## config.mk

```make
export PLATFORM = sky130hd
export DESIGN_NAME = uart_fifo_bridge_flat
export DESIGN_NICKNAME = d
export VERILOG_FILES = /design/src/rtl/uart_fifo_bridge_if.sv /design/src/rtl/uart_fifo_bridge.sv /design/src/flat_wrapper.sv
export SDC_FILE = /design/constraint.sdc
export NUM_CORES = 1
export LEC_CHECK = 0
export BUFFER_PORTS_ARGS = -buffer_cell sky130_fd_sc_hd__buf_2
export CAP_MARGIN = 20
export CORE_MARGIN = 2
export CORE_UTILIZATION = 65
export CTS_CLUSTER_SIZE = 30
export DETAILED_ROUTE_END_ITERATION = 16
export PLACE_DENSITY = 0.84
export SKIP_LAST_GASP = 1
export SYNTH_ARGS = -nofsm -noshare
export SYNTH_HDL_FRONTEND = slang
export SYNTH_SLANG_ARGS = --single-unit
```

## constraint.sdc

```tcl
create_clock -name clk -period 8.02 [get_ports clk]
set_input_delay 1.604 -clock clk [delete_from_list [all_inputs] [get_ports clk]]
set_output_delay 1.604 -clock clk [all_outputs]
set_load 0.01 [all_outputs]
```

## src/rtl/uart_fifo_bridge_if.sv

```systemverilog
//------------------------------------------------------------------------------
// Module : uart_fifo_bridge_if
// Brief  : Bus-side FIFO access and transceiver-core handshake bundle.
// Rev    : 1.0  initial release
//------------------------------------------------------------------------------
`default_nettype none

interface uart_fifo_bridge_if #(
    parameter int TX_DEPTH = 16,
    parameter int RX_DEPTH = 16
);
    // CPU side
    logic                          tx_wr_en;
    logic [7:0]                    tx_wr_data;
    logic                          tx_full;
    logic [$clog2(TX_DEPTH):0]     tx_count;
    logic                          flush_tx;
    logic                          rx_rd_en;
    logic [7:0]                    rx_rd_data;
    logic                          rx_rd_perr;
    logic                          rx_empty;
    logic [$clog2(RX_DEPTH):0]     rx_count;
    logic                          flush_rx;
    logic                          rx_overrun;
    logic                          clr_overrun;
    logic                          tx_en;
    // transceiver-core side
    logic                          core_dat_we;
    logic [7:0]                    core_dat_di;
    logic                          core_dat_re;
    logic [7:0]                    core_dat_do;
    logic                          core_tx_buf_empty;
    logic                          core_rx_buf_valid;
    logic                          core_err_parity;

    modport slave (
        input  tx_wr_en, tx_wr_data, flush_tx, rx_rd_en, flush_rx, clr_overrun, tx_en,
               core_dat_do, core_tx_buf_empty, core_rx_buf_valid, core_err_parity,
        output tx_full, tx_count, rx_rd_data, rx_rd_perr, rx_empty, rx_count, rx_overrun,
               core_dat_we, core_dat_di, core_dat_re
    );

    modport master (
        output tx_wr_en, tx_wr_data, flush_tx, rx_rd_en, flush_rx, clr_overrun, tx_en,
               core_dat_do, core_tx_buf_empty, core_rx_buf_valid, core_err_parity,
        input  tx_full, tx_count, rx_rd_data, rx_rd_perr, rx_empty, rx_count, rx_overrun,
               core_dat_we, core_dat_di, core_dat_re
    );
endinterface

`default_nettype wire

```

## src/rtl/uart_fifo_bridge.sv

```systemverilog
//------------------------------------------------------------------------------
// Module : uart_fifo_bridge
// Brief  : TX/RX byte FIFOs between the UART register block and the core.
// Rev    : 1.0  initial release
//------------------------------------------------------------------------------
`default_nettype none

module uart_fifo_bridge #(
    parameter int TX_DEPTH = 16,
    parameter int RX_DEPTH = 16
) (
    input  wire logic            clk,
    input  wire logic            rst,
    uart_fifo_bridge_if.slave    bus
);
    localparam int TX_AW = $clog2(TX_DEPTH);
    localparam int RX_AW = $clog2(RX_DEPTH);

    typedef enum logic [1:0] {T_IDLE, T_ISSUE, T_HOLD, T_WAIT} tx_state_t;
    typedef enum logic       {R_IDLE, R_ACK} rx_state_t;

    // ---------------- TX FIFO ----------------
    logic [7:0]     tx_mem_q [TX_DEPTH];
    logic [TX_AW:0] tx_wptr_q, tx_wptr_d, tx_rptr_q, tx_rptr_d;
    logic           tx_empty_w, tx_full_w, tx_push_w, tx_pop_w;
    tx_state_t      tx_state_q;
    logic           core_dat_we_q;
    logic [7:0]     core_dat_di_q;

    assign tx_empty_w = (tx_wptr_q == tx_rptr_q);
    assign tx_full_w  = (tx_wptr_q[TX_AW] != tx_rptr_q[TX_AW]) &&
                        (tx_wptr_q[TX_AW-1:0] == tx_rptr_q[TX_AW-1:0]);
    assign tx_push_w  = bus.tx_wr_en && !tx_full_w;
    assign tx_pop_w   = (tx_state_q == T_IDLE) && !tx_empty_w && bus.tx_en && bus.core_tx_buf_empty;

    always_comb begin
        tx_wptr_d = tx_wptr_q;
        tx_rptr_d = tx_rptr_q;
        if (bus.flush_tx) begin
            tx_wptr_d = '0;
            tx_rptr_d = '0;
        end else begin
            if (tx_push_w) tx_wptr_d = tx_wptr_q + 1'b1;
            if (tx_pop_w)  tx_rptr_d = tx_rptr_q + 1'b1;
        end
    end

    always_ff @(posedge clk) begin
        if (rst) begin
            tx_wptr_q <= '0;
            tx_rptr_q <= '0;
        end else begin
            tx_wptr_q <= tx_wptr_d;
            tx_rptr_q <= tx_rptr_d;
        end
    end

    always_ff @(posedge clk) begin
        if (tx_push_w) tx_mem_q[tx_wptr_q[TX_AW-1:0]] <= bus.tx_wr_data;
    end

    // A popped byte is always issued, even if flush clears the pointers alongside.
    always_ff @(posedge clk) begin
        if (rst) begin
            tx_state_q    <= T_IDLE;
            core_dat_we_q <= 1'b0;
            core_dat_di_q <= 8'h00;
        end else begin
            case (tx_state_q)
                T_IDLE: begin
                    if (tx_pop_w) begin
                        core_dat_di_q <= tx_mem_q[tx_rptr_q[TX_AW-1:0]];
                        core_dat_we_q <= 1'b1;
                        tx_state_q    <= T_ISSUE;
                    end
                end
                T_ISSUE: begin
                    core_dat_we_q <= 1'b0;
                    tx_state_q    <= T_HOLD;
                end
                T_HOLD:  tx_state_q <= T_WAIT;
                T_WAIT:  if (bus.core_tx_buf_empty) tx_state_q <= T_IDLE;
                default: tx_state_q <= T_IDLE;
            endcase
        end
    end

    assign bus.tx_full     = tx_full_w;
    assign bus.tx_count    = tx_wptr_q - tx_rptr_q;
    assign bus.core_dat_we = core_dat_we_q;
    assign bus.core_dat_di = core_dat_di_q;

    // ---------------- RX FIFO ----------------
    logic [8:0]     rx_mem_q [RX_DEPTH];
    logic [RX_AW:0] rx_wptr_q, rx_wptr_d, rx_rptr_q, rx_rptr_d;
    logic           rx_empty_w, rx_full_w, rx_take_w, rx_push_w, rx_drop_w, rx_pop_w;
    rx_state_t      rx_state_q;
    logic           core_dat_re_q;
    logic           rx_overrun_q;

    assign rx_empty_w = (rx_wptr_q == rx_rptr_q);
    assign rx_full_w  = (rx_wptr_q[RX_AW] != rx_rptr_q[RX_AW]) &&
                        (rx_wptr_q[RX_AW-1:0] == rx_rptr_q[RX_AW-1:0]);
    assign rx_take_w  = (rx_state_q == R_IDLE) && bus.core_rx_buf_valid;
    assign rx_push_w  = rx_take_w && !rx_full_w && !bus.flush_rx;
    assign rx_drop_w  = rx_take_w && (rx_full_w || bus.flush_rx);
    assign rx_pop_w   = bus.rx_rd_en && !rx_empty_w;

    always_comb begin
        rx_wptr_d = rx_wptr_q;
        rx_rptr_d = rx_rptr_q;
        if (bus.flush_rx) begin
            rx_wptr_d = '0;
            rx_rptr_d = '0;
        end else begin
            if (rx_push_w) rx_wptr_d = rx_wptr_q + 1'b1;
            if (rx_pop_w)  rx_rptr_d = rx_rptr_q + 1'b1;
        end
    end

    always_ff @(posedge clk) begin
        if (rst) begin
            rx_wptr_q <= '0;
            rx_rptr_q <= '0;
        end else begin
            rx_wptr_q <= rx_wptr_d;
            rx_rptr_q <= rx_rptr_d;
        end
    end

    always_ff @(posedge clk) begin
        if (rx_push_w) rx_mem_q[rx_wptr_q[RX_AW-1:0]] <= {bus.core_err_parity, bus.core_dat_do};
    end

    // The ack is issued even for a dropped byte so the core never stalls.
    always_ff @(posedge clk) begin
        if (rst) begin
            rx_state_q    <= R_IDLE;
            core_dat_re_q <= 1'b0;
        end else begin
            case (rx_state_q)
                R_IDLE: begin
                    if (rx_take_w) begin
                        core_dat_re_q <= 1'b1;
                        rx_state_q    <= R_ACK;
                    end
                end
                R_ACK: begin
                    core_dat_re_q <= 1'b0;
                    rx_state_q    <= R_IDLE;
                end
                default: rx_state_q <= R_IDLE;
            endcase
        end
    end

    always_ff @(posedge clk) begin
        if (rst)              rx_overrun_q <= 1'b0;
        else if (rx_drop_w)   rx_overrun_q <= 1'b1;
        else if (bus.clr_overrun) rx_overrun_q <= 1'b0;
    end

    assign bus.rx_empty    = rx_empty_w;
    assign bus.rx_count    = rx_wptr_q - rx_rptr_q;
    assign bus.rx_rd_data  = rx_mem_q[rx_rptr_q[RX_AW-1:0]][7:0];
    assign bus.rx_rd_perr  = rx_mem_q[rx_rptr_q[RX_AW-1:0]][8];
    assign bus.rx_overrun  = rx_overrun_q;
    assign bus.core_dat_re = core_dat_re_q;

endmodule

`default_nettype wire

```

## src/flat_wrapper.sv

```systemverilog
// flat-port wrapper written by rule: the top's interface ports become plain ports
module uart_fifo_bridge_flat 
#(
    parameter int TX_DEPTH = 16,
    parameter int RX_DEPTH = 16
)
  (clk, rst, bus_tx_wr_en, bus_tx_wr_data, bus_flush_tx, bus_rx_rd_en, bus_flush_rx, bus_clr_overrun, bus_tx_en, bus_core_dat_do, bus_core_tx_buf_empty, bus_core_rx_buf_valid, bus_core_err_parity, bus_tx_full, bus_tx_count, bus_rx_rd_data, bus_rx_rd_perr, bus_rx_empty, bus_rx_count, bus_rx_overrun, bus_core_dat_we, bus_core_dat_di, bus_core_dat_re);
  uart_fifo_bridge_if #(.TX_DEPTH(TX_DEPTH), .RX_DEPTH(RX_DEPTH)) bus_i ();
  input  wire logic clk;
  input  wire logic rst;
  input wire logic [$bits(bus_i.tx_wr_en)-1:0] bus_tx_wr_en;
  input wire logic [$bits(bus_i.tx_wr_data)-1:0] bus_tx_wr_data;
  input wire logic [$bits(bus_i.flush_tx)-1:0] bus_flush_tx;
  input wire logic [$bits(bus_i.rx_rd_en)-1:0] bus_rx_rd_en;
  input wire logic [$bits(bus_i.flush_rx)-1:0] bus_flush_rx;
  input wire logic [$bits(bus_i.clr_overrun)-1:0] bus_clr_overrun;
  input wire logic [$bits(bus_i.tx_en)-1:0] bus_tx_en;
  input wire logic [$bits(bus_i.core_dat_do)-1:0] bus_core_dat_do;
  input wire logic [$bits(bus_i.core_tx_buf_empty)-1:0] bus_core_tx_buf_empty;
  input wire logic [$bits(bus_i.core_rx_buf_valid)-1:0] bus_core_rx_buf_valid;
  input wire logic [$bits(bus_i.core_err_parity)-1:0] bus_core_err_parity;
  output wire logic [$bits(bus_i.tx_full)-1:0] bus_tx_full;
  output wire logic [$bits(bus_i.tx_count)-1:0] bus_tx_count;
  output wire logic [$bits(bus_i.rx_rd_data)-1:0] bus_rx_rd_data;
  output wire logic [$bits(bus_i.rx_rd_perr)-1:0] bus_rx_rd_perr;
  output wire logic [$bits(bus_i.rx_empty)-1:0] bus_rx_empty;
  output wire logic [$bits(bus_i.rx_count)-1:0] bus_rx_count;
  output wire logic [$bits(bus_i.rx_overrun)-1:0] bus_rx_overrun;
  output wire logic [$bits(bus_i.core_dat_we)-1:0] bus_core_dat_we;
  output wire logic [$bits(bus_i.core_dat_di)-1:0] bus_core_dat_di;
  output wire logic [$bits(bus_i.core_dat_re)-1:0] bus_core_dat_re;
  assign bus_i.tx_wr_en = bus_tx_wr_en;
  assign bus_i.tx_wr_data = bus_tx_wr_data;
  assign bus_i.flush_tx = bus_flush_tx;
  assign bus_i.rx_rd_en = bus_rx_rd_en;
  assign bus_i.flush_rx = bus_flush_rx;
  assign bus_i.clr_overrun = bus_clr_overrun;
  assign bus_i.tx_en = bus_tx_en;
  assign bus_i.core_dat_do = bus_core_dat_do;
  assign bus_i.core_tx_buf_empty = bus_core_tx_buf_empty;
  assign bus_i.core_rx_buf_valid = bus_core_rx_buf_valid;
  assign bus_i.core_err_parity = bus_core_err_parity;
  assign bus_tx_full = bus_i.tx_full;
  assign bus_tx_count = bus_i.tx_count;
  assign bus_rx_rd_data = bus_i.rx_rd_data;
  assign bus_rx_rd_perr = bus_i.rx_rd_perr;
  assign bus_rx_empty = bus_i.rx_empty;
  assign bus_rx_count = bus_i.rx_count;
  assign bus_rx_overrun = bus_i.rx_overrun;
  assign bus_core_dat_we = bus_i.core_dat_we;
  assign bus_core_dat_di = bus_i.core_dat_di;
  assign bus_core_dat_re = bus_i.core_dat_re;
  uart_fifo_bridge #(.TX_DEPTH(TX_DEPTH), .RX_DEPTH(RX_DEPTH)) u_core (.clk(clk), .rst(rst), .bus(bus_i));
endmodule
```

==> summary.md <==
| Metric | Value |
|---|---|
| Peak supply drop | about 0.19 mV |
| CP Data Arrival Time | roughly 2.6 ns |
| Post-Place Cells | about 960 |
| Fin crit period | roughly 4.2 ns |
| Violation count after the first detailed-route iteration | 524 |
| R2R depth | 4 |
| Most common cell after layout, fill and taps aside | edfxtp_1 |
| Busiest grt layer | met2 |
| DRC Markers | 0 |
| Synth Instances | between 600 and 700 |
| Nets | about 800 |
| Initial core utilization | 66.7% |
| Grt met1 use | about a third |
| Finished Layout Cells | about 1000 |
| GPL Wtd Cong | 0.822 |
| Average cell area after synthesis | approximately 19 sq um |
| Largest net degree at the start of global routing | 37 |
| Fin. Hold Viols | 0 |
| Synth Flop Type | edfxtp_1 |
| Io pins | roughly 60 |
| Chip width | 143 um |
| #FFs+latches synth | 310 |
| Worst Tran Pin Value | 1.02 ns |
| Bufs on Longest Clock Path | 3 |
| CTS Sinks | 310 |
| Port bufs | 58 |
| Critical Path Fanout Max | 32 |
| Delay of the slowest cell on the worst path | slightly above 0.6 ns |
| CP Capture Type | output pin |
| Area Growth Syn to Fin | 12.8% |
| # fillers | approximately 1100 |
| Fmax | roughly 0.24 GHz |
| Power Density | ~240 mW/mm^2 |
| Core area | between 0.015 and 0.02 sq mm |
| Row Count | 50 |
| Vias in the first global route | 6785 |
| Fin Setup TNS | 0 ns |
| Sequential power share | 53.0% |
| Pwr Total | around 3300 uW |
| Clock power frac | ~44% |
| Root cell of the clock tree | clkbuf_16 |
| Hold Buf Count CTS | 0 |
| Post-DR vias/cell | around 6.4 |
| Logic pwr share | 3.3% |
| CP startpoint kind | flop |
| Number of synthesized flops with an enable pin | between 200 and 300 |
| Status | completed |
| RSZ-0062 raised after global routing | false |
| Antenna Nets Post-Route | 0 |
| Int Pwr | 2670 uW |
| Post-synthesis sequential area ratio | between 70% and 80% |
| Crit path cell chain | buf_12 > mux4_1 > mux4_2 > buf_2 |
| First-pass GRT wire length | just under 40000 um |
| Setup Fix Bufs, Post-CTS | 0 |
| Final setup fails | 0 |
| Leakage power | roughly 0.0047 uW |
| Met2 Resource Use GR | approximately 46% |
| Met3 usage | 3.99% |
| Worst-Skew Late Latency | 0.56 ns |
| Share of cells above drive strength 1 | approximately a quarter |
| Ys Warns | 0 |
| Tightest Hold Check Type | reg2reg |
| Mapped Area | about 0.013 sq mm |
| Max transition margin | roughly a third |
| Clock skew | roughly 0.013 ns |
| All-Layer GR Usage | a little over a quarter |
| Syn_nets | approximately 720 |
| Critical path required time | ~6.4 ns |
| PostCTS Resize Cnt | 0 |
| Max cap viols | 0 |
| Clk slew on worst S/H paths | around 0.07 ns |
| Critical Path Slowest Stage Cell | mux4_1 |
| Gr ovfl total | 0 |
| Setup CP Type | reg2out |
| Sw power | 673 uW |
| TritonCTS Buffers | 30 |
| Final HPWL DP | 15500 um |
| CTS tree | built |
| Die Ht | 143 um |
| Initial antenna violation count | 1 |
| Fin crit share | 51.9% |
| Yosys cell types | 52 |
| Total number of vias | between 6000 and 7000 |
| Sw Share | between 20 and 25% |
| Detailed Route WL | 25900 um |
| H-tree levels | 1 |
| Hold Crit Depth | 1 |
| Wire length per cell | ~26 um |
| DIE AREA | around 0.02 sq mm |
| N_diodes | 0 |
| DR pass1 iterations | 5 |
| Commonest cells after routing, fill and taps aside | edfxtp_1, buf_2, mux4_2 |
| Max-slew violations | 0 |
| Post-synth ARST share | 0% |
[path summary, 6_finish.rpt]
kind / start / endpoint / slack [ns]
worst min register to register: u_core.bus.rx_overrun$_SDFFE_PP0P_ / u_core.bus.rx_overrun$_SDFFE_PP0P_ / 0.49
worst max-delay path: flop / bus_rx_rd_data[0] / 3.85
worst min-delay path: u_core.bus.rx_overrun$_SDFFE_PP0P_ / u_core.bus.rx_overrun$_SDFFE_PP0P_ / 0.49
worst max register to register: u_core.rx_wptr_q[2]$_SDFFE_PP0P_ / u_core.rx_mem_q[4][8]$_DFFE_PP_ / 4.91
[state kept, by name, indices dropped and copies added, names as in the netlist, named ones only]
signal                  count
u_core.bus.core_dat_di      8
u_core.bus.core_dat_re      1
u_core.bus.core_dat_we      1
u_core.bus.rx_overrun       1
u_core.rx_mem_q           144
u_core.rx_rptr_q            5
u_core.rx_state_q           1
u_core.rx_wptr_q            5
u_core.tx_mem_q           128
u_core.tx_rptr_q            5
u_core.tx_state_q           2
u_core.tx_wptr_q            5
[critical path, delay by kind of cell, from the launching register on]
| kind | cells | cell delay (ns) |
|---|---|---|
| buffers and inverters | 2 | 0.42 |
| DFF | 1 | 0.44 |
| muxes | 2 | 1.11 |
[routing by layer]
metal,share of wire [%],wire length [um]
met2,53,13600
met4,3.3,848
met5,0.046,12
met1,38,9930
met3,5.8,1500
[through the flow]
stage | cell area [sq um] | setup WS (ns) | hold WS [ns] | util, %
after detailed placement | 13100 | 3.98 | 0.474 | 69.4
after CTS | 14200 | 3.38 | 0.493 | 75.0
final | 14200 | 3.85 | 0.493 | 75.2
after global placement | 13100 | 4.05 | 0.455 | 69.4
after floorplan | 12600 | 4.55 | 0.481 | -
after global routing | 14200 | 3.72 | 0.497 | 75.2
[power by group through the flow]
stage | logic (uW) | clock network, uW | registers (uW)
3_5_place_dp | 105 | 0 | 1810
6_report | 110 | 1460 | 1770
4_1_cts | 107 | 1480 | 1780
5_1_grt | 119 | 1540 | 1770
2_1_floorplan | 59.6 | 0 | 1810
3_3_place_gp | 97.0 | 0 | 1810
[cell families after synthesis]
family,Yosys count,synth area share (%)
flops,310,70.8
simple gates,98,4.22
mux,89,14.6
compound gates,67,3.98
buf+inv,55,2.19
fa+ha+maj,25,2.60
xor+xnor,21,1.52
[cell type report]
type	instances	area, sq um	share of cell area (%)
Timing Repair Buffer	68	390	2.75
Clock inverter	13	133	0.933
Clock buffer	43	923	6.50
Inverter	23	86.3	0.608
Sequential cell	310	8930	62.8
Tap cell	260	325	2.29
Multi-Input combinational cell	300	3420	24.1
[cells in the mapped netlist (5+ instances only)]
master,number,area share (%)
o22ai_1,7,0.35
a21oi_1,11,0.44
mux4_2,49,8.8
inv_1,23,0.68
xnor2_1,12,0.83
buf_2,10,0.40
a21o_1,5,0.30
dfxtp_1,38,6.0
nor2_1,34,1.0
mux2i_1,19,1.5
a31oi_1,8,0.40
and3_1,23,1.1
buf_4,5,0.30
edfxtp_1,272,65
a311oi_1,8,0.56
a22oi_1,8,0.48
xor2_1,8,0.56
nand3_1,5,0.20
clkbuf_1,10,0.30
ha_1,23,2.3
nor2b_1,5,0.25
mux4_1,21,4.4
No activity file was read; power rests on OpenSTA's default activity.
